$ cat src/rtl/alu_seq_ctrl_pkg.sv
// rtl/alu_seq_ctrl_pkg.sv - shared types, field offsets and defaults for the ALU sequencer
package alu_seq_ctrl_pkg;

  localparam int W_DEF    = 8;
  localparam int NREG_DEF = 8;
  localparam int INSTR_W  = 9;
  localparam int REG_AW   = 3;
  localparam int OP_LSB   = 6;
  localparam int RA_LSB   = 3;
  localparam int RB_LSB   = 0;

  typedef enum logic [2:0] {
    ALU_ADD  = 3'b000,
    ALU_SRL  = 3'b001,
    ALU_NOR  = 3'b010,
    ALU_AND  = 3'b011,
    ALU_SUB  = 3'b100,
    ALU_CLR  = 3'b101,
    ALU_RSV6 = 3'b110,
    ALU_RSV7 = 3'b111
  } alu_cmd_e;

  typedef enum logic [1:0] {
    ST_IDLE  = 2'd0,
    ST_ISSUE = 2'd1,
    ST_WB    = 2'd2
  } state_e;

  function automatic alu_cmd_e instr_op(input logic [INSTR_W-1:0] i);
    return alu_cmd_e'(i[OP_LSB +: 3]);
  endfunction

  function automatic logic [REG_AW-1:0] instr_ra(input logic [INSTR_W-1:0] i);
    return i[RA_LSB +: REG_AW];
  endfunction

  function automatic logic [REG_AW-1:0] instr_rb(input logic [INSTR_W-1:0] i);
    return i[RB_LSB +: REG_AW];
  endfunction

  // SUB is compare-only and the reserved ops never touch the register file
  function automatic logic op_writes_reg(input alu_cmd_e op);
    return (op == ALU_ADD) || (op == ALU_SRL) || (op == ALU_NOR) ||
           (op == ALU_AND) || (op == ALU_CLR);
  endfunction

  function automatic logic op_is_reserved(input alu_cmd_e op);
    return (op == ALU_RSV6) || (op == ALU_RSV7);
  endfunction

endpackage

$ cat src/rtl/alu_seq_ctrl_if.sv
// rtl/alu_seq_ctrl_if.sv - instruction handshake, ALU port and retire signals
interface alu_seq_ctrl_if
  import alu_seq_ctrl_pkg::*;
#(
  parameter int W = W_DEF
);
  logic               instr_valid;
  logic [INSTR_W-1:0] instr;
  logic               instr_ready;
  logic [2:0]         alu_cmd;
  logic [W-1:0]       alu_a;
  logic [W-1:0]       alu_b;
  logic [W-1:0]       alu_rslt;
  logic               alu_zero;
  logic               done;
  logic               branch_taken;

  // master: instruction source plus the external ALU; slave: the sequencer
  modport master (
    output instr_valid, instr, alu_rslt, alu_zero,
    input  instr_ready, alu_cmd, alu_a, alu_b, done, branch_taken
  );

  modport slave (
    input  instr_valid, instr, alu_rslt, alu_zero,
    output instr_ready, alu_cmd, alu_a, alu_b, done, branch_taken
  );
endinterface

$ cat src/rtl/alu_seq_regfile.sv
// rtl/alu_seq_regfile.sv - NREG x W register file, one sync write port, three async read ports
module alu_seq_regfile
  import alu_seq_ctrl_pkg::*;
#(
  parameter int W    = W_DEF,
  parameter int NREG = NREG_DEF
) (
  input  logic              clk,
  input  logic              reset,
  input  logic              we,
  input  logic [REG_AW-1:0] waddr,
  input  logic [W-1:0]      wdata,
  input  logic [REG_AW-1:0] raddr_a,
  input  logic [REG_AW-1:0] raddr_b,
  input  logic [REG_AW-1:0] raddr_d,
  output logic [W-1:0]      rdata_a,
  output logic [W-1:0]      rdata_b,
  output logic [W-1:0]      rdata_d
);
  logic [W-1:0] regs [NREG];

  always_ff @(posedge clk) begin
    if (reset) begin
      for (int i = 0; i < NREG; i++) begin
        regs[i] <= '0;
      end
    end else if (we) begin
      regs[waddr] <= wdata;
    end
  end

  assign rdata_a = regs[raddr_a];
  assign rdata_b = regs[raddr_b];
  assign rdata_d = regs[raddr_d];
endmodule

$ cat src/rtl/alu_seq_ctrl.sv
// rtl/alu_seq_ctrl.sv - three-state issue/writeback sequencer for an external ALU; ALU_SEQ_ILLEGAL_TRAP_EN enables the reserved-op trap
module alu_seq_ctrl
  import alu_seq_ctrl_pkg::*;
#(
  parameter int W    = W_DEF,
  parameter int NREG = NREG_DEF
) (
  input  logic              clk,
  input  logic              reset,
  alu_seq_ctrl_if.slave     bus,
  input  logic              dbg_we,
  input  logic [REG_AW-1:0] dbg_addr,
  input  logic [W-1:0]      dbg_wdata,
  output logic [W-1:0]      dbg_rdata,
  output logic              trap
);
  state_e             state;
  logic [INSTR_W-1:0] instr_q;
  logic [W-1:0]       rslt_q;
  logic               trap_q;
  alu_cmd_e           op_q;
  logic [REG_AW-1:0]  ra_q;
  logic [REG_AW-1:0]  rb_q;
  logic [W-1:0]       rd_a;
  logic [W-1:0]       rd_b;
  logic               handshake;
  logic               rf_we;
  logic [REG_AW-1:0]  rf_waddr;
  logic [W-1:0]       rf_wdata;

  assign op_q = instr_op(instr_q);
  assign ra_q = instr_ra(instr_q);
  assign rb_q = instr_rb(instr_q);

  assign bus.instr_ready = (state == ST_IDLE) && !trap_q;
  assign handshake       = bus.instr_valid && bus.instr_ready;

  always_ff @(posedge clk) begin
    if (reset) begin
      state            <= ST_IDLE;
      instr_q          <= '0;
      rslt_q           <= '0;
      bus.done         <= 1'b0;
      bus.branch_taken <= 1'b0;
      bus.alu_cmd      <= ALU_CLR;
    end else begin
      bus.done         <= 1'b0;
      bus.branch_taken <= 1'b0;
      bus.alu_cmd      <= ALU_CLR;
      case (state)
        ST_IDLE: begin
          if (handshake) begin
            instr_q     <= bus.instr;
            bus.alu_cmd <= instr_op(bus.instr);
            state       <= ST_ISSUE;
          end
        end
        ST_ISSUE: begin
          // done/branch_taken are raised here so they are high for exactly the WB cycle
          rslt_q           <= bus.alu_rslt;
          bus.done         <= 1'b1;
          bus.branch_taken <= (op_q == ALU_SUB) && bus.alu_zero;
          state            <= ST_WB;
        end
        ST_WB: begin
          state <= ST_IDLE;
        end
        default: begin
          state <= ST_IDLE;
        end
      endcase
    end
  end

`ifdef ALU_SEQ_ILLEGAL_TRAP_EN
  always_ff @(posedge clk) begin
    if (reset) begin
      trap_q <= 1'b0;
    end else if (state == ST_WB && op_is_reserved(op_q)) begin
      trap_q <= 1'b1;
    end
  end
`else
  assign trap_q = 1'b0;
`endif

  assign trap = trap_q;

  assign bus.alu_a = (state == ST_ISSUE) ? rd_a : '0;
  assign bus.alu_b = (state == ST_ISSUE) ? rd_b : '0;

  // WB and debug writes never coincide: debug is only honoured in IDLE
  always_comb begin
    rf_we    = 1'b0;
    rf_waddr = dbg_addr;
    rf_wdata = dbg_wdata;
    if (state == ST_WB) begin
      rf_we    = op_writes_reg(op_q);
      rf_waddr = ra_q;
      rf_wdata = rslt_q;
    end else if (state == ST_IDLE) begin
      rf_we    = dbg_we;
    end
  end

  alu_seq_regfile #(
    .W    (W),
    .NREG (NREG)
  ) u_regfile (
    .clk     (clk),
    .reset   (reset),
    .we      (rf_we),
    .waddr   (rf_waddr),
    .wdata   (rf_wdata),
    .raddr_a (ra_q),
    .raddr_b (rb_q),
    .raddr_d (dbg_addr),
    .rdata_a (rd_a),
    .rdata_b (rd_b),
    .rdata_d (dbg_rdata)
  );
endmodule

$ cat src/flat_wrapper.sv
// flat-port wrapper written by rule: the top's interface ports become plain ports
module alu_seq_ctrl_flat import alu_seq_ctrl_pkg::*;
#(
  parameter int W    = W_DEF,
  parameter int NREG = NREG_DEF
)
  (clk, reset, dbg_we, dbg_addr, dbg_wdata, dbg_rdata, trap, bus_instr_valid, bus_instr, bus_alu_rslt, bus_alu_zero, bus_instr_ready, bus_alu_cmd, bus_alu_a, bus_alu_b, bus_done, bus_branch_taken);
  alu_seq_ctrl_if #(.W(W)) bus_i ();
  input  logic clk;
  input  logic reset;
  input  logic dbg_we;
  input  logic [REG_AW-1:0] dbg_addr;
  input  logic [W-1:0] dbg_wdata;
  output logic [W-1:0] dbg_rdata;
  output logic trap;
  input wire logic [$bits(bus_i.instr_valid)-1:0] bus_instr_valid;
  input wire logic [$bits(bus_i.instr)-1:0] bus_instr;
  input wire logic [$bits(bus_i.alu_rslt)-1:0] bus_alu_rslt;
  input wire logic [$bits(bus_i.alu_zero)-1:0] bus_alu_zero;
  output wire logic [$bits(bus_i.instr_ready)-1:0] bus_instr_ready;
  output wire logic [$bits(bus_i.alu_cmd)-1:0] bus_alu_cmd;
  output wire logic [$bits(bus_i.alu_a)-1:0] bus_alu_a;
  output wire logic [$bits(bus_i.alu_b)-1:0] bus_alu_b;
  output wire logic [$bits(bus_i.done)-1:0] bus_done;
  output wire logic [$bits(bus_i.branch_taken)-1:0] bus_branch_taken;
  assign bus_i.instr_valid = bus_instr_valid;
  assign bus_i.instr = bus_instr;
  assign bus_i.alu_rslt = bus_alu_rslt;
  assign bus_i.alu_zero = bus_alu_zero;
  assign bus_instr_ready = bus_i.instr_ready;
  assign bus_alu_cmd = bus_i.alu_cmd;
  assign bus_alu_a = bus_i.alu_a;
  assign bus_alu_b = bus_i.alu_b;
  assign bus_done = bus_i.done;
  assign bus_branch_taken = bus_i.branch_taken;
  alu_seq_ctrl #(.W(W), .NREG(NREG)) u_core (.clk(clk), .reset(reset), .bus(bus_i), .dbg_we(dbg_we), .dbg_addr(dbg_addr), .dbg_wdata(dbg_wdata), .dbg_rdata(dbg_rdata), .trap(trap));
endmodule
$ cat config.mk
export PLATFORM = sky130hd
export DESIGN_NAME = alu_seq_ctrl_flat
export DESIGN_NICKNAME = d
export VERILOG_FILES = /design/src/rtl/alu_seq_ctrl_pkg.sv /design/src/rtl/alu_seq_ctrl_if.sv /design/src/rtl/alu_seq_regfile.sv /design/src/rtl/alu_seq_ctrl.sv /design/src/flat_wrapper.sv
export SDC_FILE = /design/constraint.sdc
export NUM_CORES = 1
export LEC_CHECK = 0
export CAP_MARGIN = 40
export CORE_AREA = 2 2 109 111
export CTS_BUF_LIST = sky130_fd_sc_hd__clkbuf_8
export DETAILED_ROUTE_END_ITERATION = 8
export DIE_AREA = 0 0 111 113
export PLACE_DENSITY = 0.67
export SYNTH_ARGS = -nofsm -noshare
export SYNTH_HDL_FRONTEND = slang
export SYNTH_SLANG_ARGS = --single-unit
export TNS_END_PERCENT = 50
$ cat constraint.sdc
create_clock -name clk -period 2.7 [get_ports clk]
set_input_delay 0.54 -clock clk [delete_from_list [all_inputs] [get_ports clk]]
set_output_delay 0.54 -clock clk [all_outputs]
set_load 0.03 [all_outputs]
==> results.txt <==
Setup violations remaining at the end of the flow were counted as 0. The final RePlAce weighted congestion is 0.881. The data arrival time of the critical path is 2040 ps. The final global-route overflow total came out at 0. The number of antenna diodes in the final layout is 0. The starting utilization of the core area is 45.2%.

The worst setup timing slack at the placement stage came out at -440 ps. The count of final hold-check violations came out at 0. Of all nets on the critical path, the largest fanout is 5.

The critical path is of the in -> out type. The number of standard cells in the final layout excluding fillers came out at 680. The total power after layout is 3360 uW. The die is 111 um wide. The part of the power in the clock network came out at 30.8%.

Yosys mapped a number of flops with a built-in enable equal to 64. The maximum level of the CTS H-tree came out at 3. The clock latency of the later-clocked register in the worst-skew pair is 370 ps. The switching share of total power came out at 27.1%. Global routing used 22.8% of the available tracks. The largest individual stage delay along the critical path comes from the cell sky130_fd_sc_hd__mux4_2. Leaving out fill and tap cells, the most frequent cell in the layout is sky130_fd_sc_hd__edfxtp_1. The kind of cell with the highest combined delay along the critical path is multiplexers. For this run, the leading register cell type out of synthesis is sky130_fd_sc_hd__edfxtp_1. The placeable core region came out at 11300 um^2. The number of post-CTS setup repair buffers came out at 0. The overall via count from detail_route came out at 3988. The worst path setup slack after routing is 118 ps. Sequential elements use 49.6% of the synthesized area. Wires add up to 14.0 mm.

The most numerous cell type found on the critical path is sky130_fd_sc_hd__buf_4. For this run, asynchronously set or reset flops after synthesis account for 0%. Counting both buffers and inverters, the worst setup path holds a total of 4. The max-slew violation total from the final report came to 0. The number of routed nets with antenna violations is 0. The post-layout net count came out at 565.

The clock tree from TritonCTS is yes. The internal portion of the total power is 2450 uW. Headroom to the max-slew limit came out at 52.4%.

In this run the cell area of the synthesized design comes to 5090 um^2. The count of port buffers added during placement came out at 62. The actual slew at the worst max-slew pin is 694 ps. The delay of the slowest cell on the worst path is 490 ps.

Relative to the synthesized area, the layout overhead comes to 24.9%. The total number of yosys warnings came out at 0. Using the TritonRoute via totals, the vias-per-cell ratio works out to 5.86. STA classifies the critical path endpoint as an output port. The detail-routed net length per standard cell came out at 20.6 um. Dividing total power by cell area gives a power density of 528 nW/um^2. The number of ports placed on the die boundary is 64. The number of global-route vias before repair came out at 3939. The initial antenna violation count came out at 0. The floorplan has 39 rows. The synthesized net count came out at 479. Traced cell by cell, the critical path runs through buf_2 > bufbuf_16 > buf_4 > mux4_2 > mux2_2 > buf_4. The total iterations of the first detailed-routing run is 5. The count of unresolved DRC violations after routing is 0. The library cell used as clock root buffer is sky130_fd_sc_hd__clkbuf_8.

The post-layout utilization of the core is 56.4%. After clock tree synthesis, the clock-pin slew on the worst setup and hold paths is 80 ps. The global-route wire length before repair came out at 21.7 mm. Buffers inserted during clock tree synthesis total 9. The path category of the worst min-delay check is reg -> reg. Registers are responsible for 49.8% of the overall power. The number of storage elements in the synthesis netlist came out at 94. For this run, the top clock speed supported by timing is 0.387 GHz. The worst path uses 95.6% of the clock period.

The instance count of the mapped netlist came out at 446. The synthesized design devotes to its leading area cell type 37.8% of total area. The static leakage is 0.00241 uW.

Entering global routing, the biggest net connects 33 pins. The setup skew after layout is 9.76 ps. The iteration-0 DRC count of the detailed router came out at 357. The maximum root-to-sink buffer count is 2. The flow ran to the end, and the final reports show no timing, DRC or antenna violations. Max-cap violations in this run came to 0.

The net switching power is 910 uW. The proportion of power drawn by combinational gates came out at 19.5%. The vertical die dimension came out at 113 um. Setup repair after global routing left no endpoint under its margin. Leaving out fill and tap cells, the most frequent cells in the layout are sky130_fd_sc_hd__edfxtp_1, sky130_fd_sc_hd__nor2_1, sky130_fd_sc_hd__buf_4. The post-route minimum period came out at 2580 ps. The number of instances in the placed design came out at 663.

The largest total area in the synthesized netlist belongs to sky130_fd_sc_hd__edfxtp_1. The peak ir drop on the vdd network is 0.358 mV. After synthesis, the netlist uses 34 different library cells. The average cell area after synthesis is 11.4 um^2.

The total number of clock tree sinks came out at 94. The HPWL reported at the end of detailed placement is 9.85 mm. By area the synthesized netlist is led by sky130_fd_sc_hd__edfxtp_1, sky130_fd_sc_hd__dfxtp_1, sky130_fd_sc_hd__mux2i_1, sky130_fd_sc_hd__mux4_2, sky130_fd_sc_hd__mux2_2. The required time at the endpoint of the critical path came out at 2160 ps.

The kind of start point of the critical path is an input pin. The floorplan die area is 12500 um^2. The fraction of final layout cells with drive strength greater than 1 is 24.6%.
[metal layers]
layer / global-route usage, % / vias up / wire, um
li1: - / 1843 / -
met1: 29.2 / 1951 / 6030
met2: 38.9 / 169 / 6870
met3: 4.66 / 25 / 852
met4: 8.00 / 0 / 281
met5: 0 / - / 0
[power groups by stage]
stage / clock network (uW) / logic [uW] / registers [uW]
2_1_floorplan: 0 / 392 / 1680
3_3_place_gp: 0 / 638 / 1700
3_5_place_dp: 0 / 649 / 1700
4_1_cts: 1050 / 657 / 1670
5_1_grt: 1100 / 696 / 1680
6_report: 1030 / 654 / 1670
[registers in the layout, summed over array words and instances, names as in the netlist, named ones only]
register	count
u_core.instr_q	9
u_core.rslt_q	8
u_core.u_regfile.regs	64
u_core.bus.done	1
u_core.bus.branch_taken	1
u_core.bus.alu_cmd	3
u_core.state	2
[path summary, 6_finish.rpt]
check / startpoint / to / slack (ps) / cells past startpoint
setup / recovery: dbg_addr[0] / dbg_rdata[6] / 120 / 6
hold / removal: u_core.rslt_q[5] / u_core.rslt_q[5] / 460 / 2
setup reg to reg: u_core.state[0] / u_core.u_regfile.regs[3][0] / 630 / 4
hold reg to reg: u_core.rslt_q[5] / u_core.rslt_q[5] / 460 / 2
[through the flow]
stage | TNS [ps] | hold slack, ps | area (um^2)
5_1_grt | 0 | 479 | 6360
3_5_place_dp | -2600 | 448 | 6100
3_3_place_gp | -2440 | 442 | 6100
4_1_cts | -6.29 | 460 | 6370
6_report | 0 | 455 | 6360
2_1_floorplan | 0 | 436 | 5090
[cell type report]
cell class                 count  area [um^2]
sequential                    94         2520
clock buffer                   9          124
tap                          143          179
inverter                       2         7.51
multi-input combinational    315         2410
clock inverter                 7         97.6
timing repair buffer         110         1020
fill                         954         4910
[what timing repair did]
action,4_1_cts,5_1_grt
setup endpoints to repair,8,6
hold buffers,0,0
gates cloned,1,0
gates resized for setup,14,4
endpoints found under the hold margin,0,0
[worst reg2reg max path: cells and delay by family (launching register included)]
kind / cells / cell delay, ps
multiplexers: 1 / 630
AND/OR/NAND/NOR: 2 / 460
flip-flops: 1 / 450
buffers and inverters: 1 / 260
[synthesized netlist by cell type, types with 4 or more instances]
| cell | count |
|---|---|
| sky130_fd_sc_hd__a211oi_1 | 16 |
| sky130_fd_sc_hd__a21oi_1 | 17 |
| sky130_fd_sc_hd__a22o_1 | 16 |
| sky130_fd_sc_hd__a31o_2 | 5 |
| sky130_fd_sc_hd__and2_1 | 4 |
| sky130_fd_sc_hd__buf_1 | 4 |
| sky130_fd_sc_hd__buf_2 | 14 |
| sky130_fd_sc_hd__clkbuf_1 | 16 |
| sky130_fd_sc_hd__dfxtp_1 | 30 |
| sky130_fd_sc_hd__edfxtp_1 | 64 |
| sky130_fd_sc_hd__mux2_2 | 24 |
| sky130_fd_sc_hd__mux2i_1 | 58 |
| sky130_fd_sc_hd__mux4_2 | 16 |
| sky130_fd_sc_hd__nand2_1 | 40 |
| sky130_fd_sc_hd__nand2b_1 | 5 |
| sky130_fd_sc_hd__nor2_1 | 61 |
| sky130_fd_sc_hd__nor3b_1 | 8 |
| sky130_fd_sc_hd__o21ai_0 | 16 |
| sky130_fd_sc_hd__o21bai_1 | 4 |
| sky130_fd_sc_hd__or4b_1 | 4 |
[logic make-up after synthesis]
family | synth area share (%)
DFF | 49.6
buffers and inverters | 3.15
muxes | 24.1
other | 0.0737
and+or+nand+nor | 12.9
AOI/OAI and AO/OA | 10.2
No activity file was read; power rests on OpenSTA's default activity.
